File: src/rtl/multicycle_ctrl_if.sv
// Control bundle between the multi-cycle controller and the RV32I datapath.
// master = controller side, slave = datapath side.
interface multicycle_ctrl_if;
  logic [6:0]  op;
  logic [2:0]  funct3;
  logic        zero;
  logic        mem_ready;
  logic        mem_req;
  logic        adr_src;
  logic        mem_write;
  logic        ir_write;
  logic        pc_write;
  logic        reg_write;
  logic [1:0]  alu_src_a;
  logic [1:0]  alu_src_b;
  logic [1:0]  alu_op;
  logic [1:0]  result_src;
  logic        instr_done;
  logic [31:0] retired;
  logic [3:0]  state;

  modport master (
    input  op, funct3, zero, mem_ready,
    output mem_req, adr_src, mem_write, ir_write, pc_write, reg_write,
           alu_src_a, alu_src_b, alu_op, result_src, instr_done, retired, state
  );

  modport slave (
    output op, funct3, zero, mem_ready,
    input  mem_req, adr_src, mem_write, ir_write, pc_write, reg_write,
           alu_src_a, alu_src_b, alu_op, result_src, instr_done, retired, state
  );
endinterface

File: src/rtl/multicycle_ctrl.sv
// Moore-style main controller for the multi-cycle RV32I core, with wait states and retire count.
// Optional: CTRL_ILLEGAL_TRAP_EN sends unknown opcodes to a sticky HALT state.
module multicycle_ctrl (
  input logic              clk,
  input logic              reset,
  multicycle_ctrl_if.master bus
);

  typedef enum logic [3:0] {
    StFetch    = 4'h0,
    StDecode   = 4'h1,
    StMemAdr   = 4'h2,
    StMemRead  = 4'h3,
    StMemWb    = 4'h4,
    StMemWrite = 4'h5,
    StExecR    = 4'h6,
    StExecI    = 4'h7,
    StAluWb    = 4'h8,
    StBranch   = 4'h9,
    StJal      = 4'hA,
    StJalr     = 4'hB,
    StLui      = 4'hC,
    StHalt     = 4'hD
  } state_e;

  localparam logic [6:0] OpLoad   = 7'b0000011;
  localparam logic [6:0] OpStore  = 7'b0100011;
  localparam logic [6:0] OpReg    = 7'b0110011;
  localparam logic [6:0] OpImm    = 7'b0010011;
  localparam logic [6:0] OpBranch = 7'b1100011;
  localparam logic [6:0] OpJal    = 7'b1101111;
  localparam logic [6:0] OpJalr   = 7'b1100111;
  localparam logic [6:0] OpLui    = 7'b0110111;

  state_e      state_q, state_d;
  logic        jalr_q, jalr_d;
  logic [31:0] retired_q;
  logic        ir_we, pc_we, reg_we, mem_we, done;

  logic unused_funct3;
  assign unused_funct3 = ^bus.funct3[2:1];

  always_comb begin
    state_d        = state_q;
    jalr_d         = jalr_q;
    ir_we          = 1'b0;
    pc_we          = 1'b0;
    reg_we         = 1'b0;
    mem_we         = 1'b0;
    done           = 1'b0;
    bus.mem_req    = 1'b0;
    bus.adr_src    = 1'b0;
    bus.alu_src_a  = 2'b00;
    bus.alu_src_b  = 2'b00;
    bus.alu_op     = 2'b00;
    bus.result_src = 2'b00;
    unique case (state_q)
      StFetch: begin
        bus.mem_req    = 1'b1;
        bus.alu_src_b  = 2'b10;
        bus.result_src = 2'b10;
        if (bus.mem_ready) begin
          ir_we   = 1'b1;
          pc_we   = 1'b1;
          state_d = StDecode;
        end
      end
      StDecode: begin
        // ALUOut captures oldPC + imm as the branch/jal target
        bus.alu_src_a = 2'b01;
        bus.alu_src_b = 2'b01;
        case (bus.op)
          OpLoad, OpStore: state_d = StMemAdr;
          OpReg:           state_d = StExecR;
          OpImm:           state_d = StExecI;
          OpBranch:        state_d = StBranch;
          OpJal:           state_d = StJal;
          OpJalr:          state_d = StJalr;
          OpLui:           state_d = StLui;
          default: begin
`ifdef CTRL_ILLEGAL_TRAP_EN
            state_d = StHalt;
`else
            state_d = StFetch;
            done    = 1'b1;
`endif
          end
        endcase
      end
      StMemAdr: begin
        bus.alu_src_a = 2'b10;
        bus.alu_src_b = 2'b01;
        state_d       = (bus.op == OpStore) ? StMemWrite : StMemRead;
      end
      StMemRead: begin
        bus.mem_req = 1'b1;
        bus.adr_src = 1'b1;
        if (bus.mem_ready) state_d = StMemWb;
      end
      StMemWb: begin
        bus.result_src = 2'b01;
        reg_we         = 1'b1;
        done           = 1'b1;
        state_d        = StFetch;
      end
      StMemWrite: begin
        bus.mem_req = 1'b1;
        bus.adr_src = 1'b1;
        mem_we      = 1'b1;
        if (bus.mem_ready) begin
          done    = 1'b1;
          state_d = StFetch;
        end
      end
      StExecR: begin
        bus.alu_src_a = 2'b10;
        bus.alu_op    = 2'b10;
        state_d       = StAluWb;
      end
      StExecI: begin
        bus.alu_src_a = 2'b10;
        bus.alu_src_b = 2'b01;
        bus.alu_op    = 2'b10;
        state_d       = StAluWb;
      end
      StAluWb: begin
        reg_we  = 1'b1;
        done    = 1'b1;
        state_d = StFetch;
      end
      StBranch: begin
        bus.alu_src_a = 2'b10;
        bus.alu_op    = 2'b01;
        pc_we         = bus.zero ^ bus.funct3[0];
        done          = 1'b1;
        state_d       = StFetch;
      end
      StJal: begin
        // Reused after JALR only to form the link value; PC was already loaded
        bus.alu_src_a = 2'b01;
        bus.alu_src_b = 2'b10;
        pc_we         = ~jalr_q;
        jalr_d        = 1'b0;
        state_d       = StAluWb;
      end
      StJalr: begin
        bus.alu_src_a  = 2'b10;
        bus.alu_src_b  = 2'b01;
        bus.result_src = 2'b10;
        pc_we          = 1'b1;
        jalr_d         = 1'b1;
        state_d        = StJal;
      end
      StLui: begin
        bus.alu_src_a = 2'b11;
        bus.alu_src_b = 2'b01;
        state_d       = StAluWb;
      end
      StHalt: state_d = StHalt;
      default: state_d = StFetch;
    endcase
  end

  // Reset cycle must never commit architectural state
  assign bus.ir_write   = ir_we  & ~reset;
  assign bus.pc_write   = pc_we  & ~reset;
  assign bus.reg_write  = reg_we & ~reset;
  assign bus.mem_write  = mem_we & ~reset;
  assign bus.instr_done = done   & ~reset;
  assign bus.retired    = retired_q;
  assign bus.state      = state_q;

  always_ff @(posedge clk) begin
    if (reset) begin
      state_q   <= StFetch;
      jalr_q    <= 1'b0;
      retired_q <= 32'd0;
    end else begin
      state_q <= state_d;
      jalr_q  <= jalr_d;
      if (bus.instr_done) retired_q <= retired_q + 32'd1;
    end
  end

endmodule

File: src/flat_wrapper.sv
// flat-port wrapper written by rule: the top's interface ports become plain ports
module multicycle_ctrl_flat 
  (clk, reset, bus_op, bus_funct3, bus_zero, bus_mem_ready, bus_mem_req, bus_adr_src, bus_mem_write, bus_ir_write, bus_pc_write, bus_reg_write, bus_alu_src_a, bus_alu_src_b, bus_alu_op, bus_result_src, bus_instr_done, bus_retired, bus_state);
  multicycle_ctrl_if bus_i ();
  input logic clk;
  input logic reset;
  input wire logic [$bits(bus_i.op)-1:0] bus_op;
  input wire logic [$bits(bus_i.funct3)-1:0] bus_funct3;
  input wire logic [$bits(bus_i.zero)-1:0] bus_zero;
  input wire logic [$bits(bus_i.mem_ready)-1:0] bus_mem_ready;
  output wire logic [$bits(bus_i.mem_req)-1:0] bus_mem_req;
  output wire logic [$bits(bus_i.adr_src)-1:0] bus_adr_src;
  output wire logic [$bits(bus_i.mem_write)-1:0] bus_mem_write;
  output wire logic [$bits(bus_i.ir_write)-1:0] bus_ir_write;
  output wire logic [$bits(bus_i.pc_write)-1:0] bus_pc_write;
  output wire logic [$bits(bus_i.reg_write)-1:0] bus_reg_write;
  output wire logic [$bits(bus_i.alu_src_a)-1:0] bus_alu_src_a;
  output wire logic [$bits(bus_i.alu_src_b)-1:0] bus_alu_src_b;
  output wire logic [$bits(bus_i.alu_op)-1:0] bus_alu_op;
  output wire logic [$bits(bus_i.result_src)-1:0] bus_result_src;
  output wire logic [$bits(bus_i.instr_done)-1:0] bus_instr_done;
  output wire logic [$bits(bus_i.retired)-1:0] bus_retired;
  output wire logic [$bits(bus_i.state)-1:0] bus_state;
  assign bus_i.op = bus_op;
  assign bus_i.funct3 = bus_funct3;
  assign bus_i.zero = bus_zero;
  assign bus_i.mem_ready = bus_mem_ready;
  assign bus_mem_req = bus_i.mem_req;
  assign bus_adr_src = bus_i.adr_src;
  assign bus_mem_write = bus_i.mem_write;
  assign bus_ir_write = bus_i.ir_write;
  assign bus_pc_write = bus_i.pc_write;
  assign bus_reg_write = bus_i.reg_write;
  assign bus_alu_src_a = bus_i.alu_src_a;
  assign bus_alu_src_b = bus_i.alu_src_b;
  assign bus_alu_op = bus_i.alu_op;
  assign bus_result_src = bus_i.result_src;
  assign bus_instr_done = bus_i.instr_done;
  assign bus_retired = bus_i.retired;
  assign bus_state = bus_i.state;
  multicycle_ctrl u_core (.clk(clk), .reset(reset), .bus(bus_i));
endmodule
File: config.mk
export PLATFORM = sky130hd
export DESIGN_NAME = multicycle_ctrl_flat
export DESIGN_NICKNAME = d
export VERILOG_FILES = /design/src/rtl/multicycle_ctrl_if.sv /design/src/rtl/multicycle_ctrl.sv /design/src/flat_wrapper.sv
export SDC_FILE = /design/constraint.sdc
export NUM_CORES = 1
export LEC_CHECK = 0
export CORE_UTILIZATION = 30
export CTS_CLUSTER_SIZE = 16
export DETAILED_ROUTE_END_ITERATION = 7
export GPL_TIMING_DRIVEN = 0
export HOLD_SLACK_MARGIN = 0.12
export PLACE_DENSITY_LB_ADDON = 0.12
export SLEW_MARGIN = 15
export SYNTH_ARGS = -nofsm -noshare
export SYNTH_HDL_FRONTEND = slang
export SYNTH_SLANG_ARGS = --single-unit
export TNS_END_PERCENT = 10
File: constraint.sdc
create_clock -name clk -period 2.4 [get_ports clk]
set_clock_uncertainty 0.05 [all_clocks]
set_input_delay 0.48 -clock clk [delete_from_list [all_inputs] [get_ports clk]]
set_output_delay 0.48 -clock clk [all_outputs]
set_load 0.02 [all_outputs]
==> results of run 1 <==
==> repair_timing <==
action,in CTS,in global routing
resized for setup,48,38
setup endpoints to repair,34,14
pin swaps,3,3
buffers inserted,3,3
==> sequential cells by signal, summed over array words and instances, names as in the netlist <==
name and count:
u_core.bus.retired 32, u_core.bus.state 4, u_core.jalr_q 1
==> kinds of logic after synthesis <==
family	synth area share [%]
xor+xnor	1.93
mux	0.884
flops	32.7
compound gates	25.1
buf+inv	5.13
simple gates	33.7
fa+ha+maj	0.552
==> final cells by class <==
type | count | area, sq um | area share [%]
Multi-Input combinational cell | 233 | 1470 | 46.1
Tap cell | 99 | 124 | 3.87
Clock inverter | 1 | 5.00 | 0.157
Sequential cell | 37 | 742 | 23.2
Timing Repair Buffer | 68 | 639 | 20.0
Inverter | 6 | 22.5 | 0.705
Buffer | 19 | 121 | 3.80
Clock buffer | 5 | 68.8 | 2.15
==> layer usage <==
metal	part of all wire [%]	vias to the layer above	global-route usage, %
li1	-	1282	-
met1	48	1192	24.1
met2	46	75	29.9
met3	4.9	11	3.69
met4	1.4	0	5.57
met5	0	-	0
==> tightest hold or removal path: cells and delay by family, from the launching register on <==
family,cells,cell delay (ns)
flops,1,0.34
compound gates,2,0.11
==> metrics by stage <==
stage          setup slack (ns)  utilization [%]  hold WS, ns
6_report                 0.0659             43.8        0.449
5_1_grt                 -0.0133             43.8        0.487
4_1_cts                  -0.156             43.0        0.446
3_5_place_dp              -1.10             41.3        0.434
3_3_place_gp              -1.10             41.3        0.429
2_1_floorplan             0.113                -        0.414
==> worst max-delay path by stage <==
stage                        startpoint                endpoint  slack, ns  depth (start not counted)
finish                        bus_op[6]  u_core.bus.retired[24]       0.07                          9
global route        u_core.bus.state[2]  u_core.bus.retired[24]      -0.01                          9
CTS                           bus_op[3]          bus_instr_done      -0.16                          8
detailed placement            bus_op[5]          bus_instr_done      -1.10                          8
global placement              bus_op[5]          bus_instr_done      -1.10                          8
floorplan           u_core.bus.state[2]          bus_instr_done       0.11                          7
==> power by group <==
part | switching [mW] | internal [mW] | leakage (nW)
sequential | 0.00700 | 0.618 | 0.299
combinational | 0.119 | 0.0784 | 0.753
clock | 0.219 | 0.191 | 0.0399
==> cell usage in the layout, fill, tap and decap left out, drive strengths merged, types with 2 or more instances in the layout <==
cell type,count
clkbuf,21
o21ai,24
a22o,2
xor2,4
mux2i,2
and4,3
a22oi,2
clkdlybuf4s50,39
o31ai,14
or3,18
buf,14
nand3b,3
or4,14
inv,6
nor3,7
nand3,15
dlymetal6s2s,3
dfxtp,37
nor2b,6
nand4,12
nand2b,7
clkdlybuf4s15,2
nand2,17
nor4,2
nor2,20
a21oi,36
dlygate4sd2,12
a31oi,2
and3,6
==> flow_summary.json, run 1 <==
{
  "status": "finished, final reports clean",
  "hold_depth": 2,
  "grt_pass1_wl_um": 11200,
  "power.leakage_nw": 1.09,
  "totalWireLength_um": 6880,
  "cts_hold_buf": 0,
  "power_mw": 1.23,
  "r2r_slack_ns": 0.08,
  "root_buffer": "clkbuf_8",
  "instances_no_fill": 468,
  "synth-edff-count": 0,
  "port_buffers": 62,
  "hold_viol_final": 0,
  "syn_nets": 311,
  "die-area_sq_um": 7900,
  "netlist_instances": 296,
  "synth_cell_types": 47,
  "htreeDepth": 2,
  "fin_area_sq_um": 3200,
  "fp.dieW_um": 88.9,
  "drc": 0,
  "worstPathArrival_ns": 2.51,
  "drtIter0Drc": 80,
  "worstHoldEndpoint": "u_core.bus.retired[21]",
  "finalCritPeriodShare_pct": 97.3,
  "nNetsFinal": 385,
  "required_ns": 2.58,
  "reg2reg_depth": 9,
  "vias": 2560,
  "cp-start-kind": "primary input",
  "clock.fmax_ghz": 0.428,
  "viasPerCell": 5.47,
  "rsz0062_at_grt": "yes",
  "path_clk_slew_ns": 0.08,
  "synthTopCellsByCount": "37 x dfxtp_1, 36 x a21oi_1, 24 x o21ai_0",
  "synth.area.top_cells": "dfxtp_1 33%, a21oi_1 8.0%, o21ai_0 5.3%",
  "setup_tns_ns": 0,
  "synth_top_area_share_pct": 32.7,
  "syn_to_final_growth_pct": 41.1,
  "synth_warnings": 0,
  "layout-drive-gt1-share_pct": 14.1,
  "yosysTopAreaCell": "dfxtp_1",
  "reg2reg_to": "u_core.bus.retired[24]",
  "synth_area_per_cell_sq_um": 7.66,
  "crit_top_cell": "buf_4",
  "std_cell_rows": 31,
  "num_antenna_cells": 0,
  "insertion_delay_ns": 0.29,
  "crit_path_cell_trace": "dlygate4sd2_1, nand3b_1, a221oi_2, o32a_4, buf_4, buf_4, buf_6, or4_1, a21oi_2",
  "cp.buffers_inverters": 4,
  "dpl.cell_count": 457,
  "crit_slowest_cell": "or4_1",
  "antenna_found_initial": 0,
  "yosysMostFrequentCell": "dfxtp_1",
  "place_congestion": 0.811,
  "slew_headroom_pct": 61.1,
  "slew_viol_final": 0,
  "grt_pass1_vias": 2348,
  "detail-route-antenna-nets": 0,
  "synthesis.area_sq_um": 2270,
  "fillers": 785,
  "cts_tree": "yes",
  "dp_hpwl_um": 4820,
  "overflow": 0,
  "r2r-start": "u_core.bus.state[2]",
  "crit_path_end_kind": "flip-flop",
  "finalCriticalPeriod_ns": 2.33,
  "irDropWorstVdd_v": 0.000185,
  "core_sq_um": 7290,
  "maxCapViolations": 0,
  "clock_path_buffers": 2,
  "powerDensity_nw_per_um2": 386,
  "crit_type": "primary input to flip-flop",
  "initial_utilization_pct": 31.1,
  "avgRoutedWirePerCell_um": 14.7,
  "clock_sinks": 37,
  "ioPinCount": 65,
  "hold_path_class": "flip-flop to flip-flop",
  "ys_ff_latch": 37,
  "firstDrtPassIters": 4,
  "critPathMaxFanout": 10,
  "placed_cell_area_sq_um": 3010,
  "path_delay_family": "buffers and inverters",
  "ys_seq_area_share_pct": 32.7,
  "grt.total_usage_pct": 18.2,
  "cts_buffers": 5,
  "die_y_um": 88.9,
  "tightest_slew_ns": 0.583,
  "final-setup-viol-count": 0,
  "hp-start": "u_core.bus.retired[21]",
  "synth_flop_cell": "dfxtp_1",
  "max_stage_delay_ns": 0.53,
  "grt_max_degree": 11,
  "async_reset_ff_share_pct": 0
}
Power figures use the tool's default switching activity.
==> inputs of run 2 (changes only) <==
--- a/config.mk
+++ b/config.mk
@@ -8,7 +8,6 @@
 export CORE_UTILIZATION = 30
 export CTS_CLUSTER_SIZE = 16
 export DETAILED_ROUTE_END_ITERATION = 7
-export GPL_TIMING_DRIVEN = 0
 export HOLD_SLACK_MARGIN = 0.12
 export PLACE_DENSITY_LB_ADDON = 0.12
 export SLEW_MARGIN = 15
==> flow_summary.json, run 2 (same netlist as run 1, synthesis figures left out) <==
{
  "status": "finished, final reports clean",
  "grt_pass1_wl_um": 10700,
  "whs_ns": 0.444,
  "viasPerCell": 5.35,
  "hold_path_class": "flip-flop to flip-flop",
  "irDropWorstVdd_v": 0.000192,
  "core_sq_um": 7290,
  "firstDrtPassIters": 4,
  "layout_common_cells": "45 x clkdlybuf4s50_1, 35 x dfxtp_1, 34 x a21oi_1, 27 x buf_4, 24 x o21ai_0",
  "power.leakage_nw": 1.15,
  "place_congestion": 0.785,
  "ioPinCount": 65,
  "tightest_slew_ns": 0.416,
  "layout-drive-gt1-share_pct": 13.6,
  "dpl.cell_count": 467,
  "die_y_um": 88.9,
  "totalWireLength_um": 6360,
  "grt.total_usage_pct": 17.0,
  "placed_cell_area_sq_um": 3170,
  "drc": 0,
  "crit_slowest_cell": "or4_1",
  "crit_path_end_kind": "flip-flop",
  "finalCritPeriodShare_pct": 97.4,
  "largest_reg_flops": 32,
  "grt_pass1_vias": 2292,
  "finalCriticalPeriod_ns": 2.34,
  "num_antenna_cells": 0,
  "required_ns": 2.58,
  "hold_viol_final": 0,
  "insertion_delay_ns": 0.29,
  "nNetsFinal": 390,
  "final-setup-viol-count": 0,
  "htreeDepth": 2,
  "vias": 2534,
  "die-area_sq_um": 7900,
  "post-route-util_pct": 44.9,
  "path_delay_family": "buffers and inverters",
  "worstPathArrival_ns": 2.52,
  "avgRoutedWirePerCell_um": 13.4,
  "crit_path_cell_trace": "clkdlybuf4s50_1, nand3b_1, a221oi_2, o32a_4, buf_4, buf_12, or4_1, a21oi_2",
  "max_stage_delay_ns": 0.52,
  "powerDensity_nw_per_um2": 386,
  "dp_hpwl_um": 4490,
  "cp-start-kind": "primary input",
  "drtIter0Drc": 96,
  "grt_max_degree": 47,
  "critPathMaxFanout": 46,
  "initial_utilization_pct": 31.1,
  "std_cell_rows": 31,
  "fillers": 758,
  "path_clk_slew_ns": 0.07,
  "root_buffer": "clkbuf_8",
  "clock_sinks": 37,
  "port_buffers": 62,
  "syn_to_final_growth_pct": 44.4,
  "overflow": 0,
  "cts_tree": "yes",
  "slew_headroom_pct": 72.3,
  "slew_viol_final": 0,
  "cts_hold_buf": 0,
  "crit_type": "primary input to flip-flop",
  "cts_buffers": 5,
  "instances_no_fill": 474,
  "maxCapViolations": 0,
  "r2r_slack_ns": 0.29,
  "rsz0062_at_grt": "yes",
  "final_common_cell": "clkdlybuf4s50_1",
  "antenna_found_initial": 0,
  "clock_path_buffers": 2,
  "clock.fmax_ghz": 0.428,
  "postCtsSetupBuffers": 0,
  "fp.dieW_um": 88.9,
  "fin_area_sq_um": 3270,
  "detail-route-antenna-nets": 0,
  "cp.buffers_inverters": 3
}
[run 2: final timing paths]
kind                                              from  depth (start not counted)                      to
worst max-delay path                         bus_op[3]                          8  u_core.bus.retired[13]
worst min-delay path            u_core.bus.retired[29]                          2  u_core.bus.retired[29]
worst max register to register     u_core.bus.state[3]                          7  u_core.bus.retired[13]
worst min register to register  u_core.bus.retired[29]                          2  u_core.bus.retired[29]
[run 2: power by group]
group | total, mW | leakage, nW | switching [mW] | internal, mW
Clock | 0.443 | 0.0443 | 0.215 | 0.228
Combinational | 0.196 | 0.807 | 0.109 | 0.0877
Sequential | 0.624 | 0.299 | 0.00608 | 0.618
[run 2: what timing repair did]
| action | CTS | global route |
|---|---|---|
| pin swaps | 0 | 2 |
| gates resized for setup | 19 | 11 |
| endpoints found under the setup margin | 28 | 18 |
[run 2: metrics by stage]
| step | setup TNS (ns) | total power, mW | worst slack [ns] |
|---|---|---|---|
| final | 0 | 1.26 | 0.0614 |
| after global routing | -0.0606 | 1.32 | -0.0265 |
| after CTS | -0.143 | 1.27 | -0.143 |
| after detailed placement | -8.49 | 0.839 | -0.481 |
| after global placement | -6.68 | 0.839 | -0.445 |
| after floorplan | 0 | 0.742 | 0.113 |
[run 2: per-layer routing]
| layer | global-route usage, % | vias to the layer above | share of wire [%] | wire length, um |
|---|---|---|---|---|
| met5 | 0 | - | 0 | 0 |
| met2 | 28.7 | 60 | 47 | 3000 |
| met1 | 22.2 | 1181 | 47 | 3010 |
| met3 | 3.23 | 6 | 4.3 | 276 |
| li1 | - | 1287 | - | - |
| met4 | 4.84 | 0 | 1.2 | 76 |
[run 2: final cells by class]
type                    instances  area [sq um]  area share [%]
multi-input cells             233          1440            44.0
repair buffers                 92           857            26.2
flip-flops and latches         37           743            22.7
well taps                      99           124            3.79
clock buffers                   7          86.3            2.64
inverters                       6          22.5           0.688
[run 2: tightest hold or removal path: stages (launching register included)]
cell and delay [ns]:
dfxtp_1 0.33, o31ai_1 0.06, a21oi_1 0.06
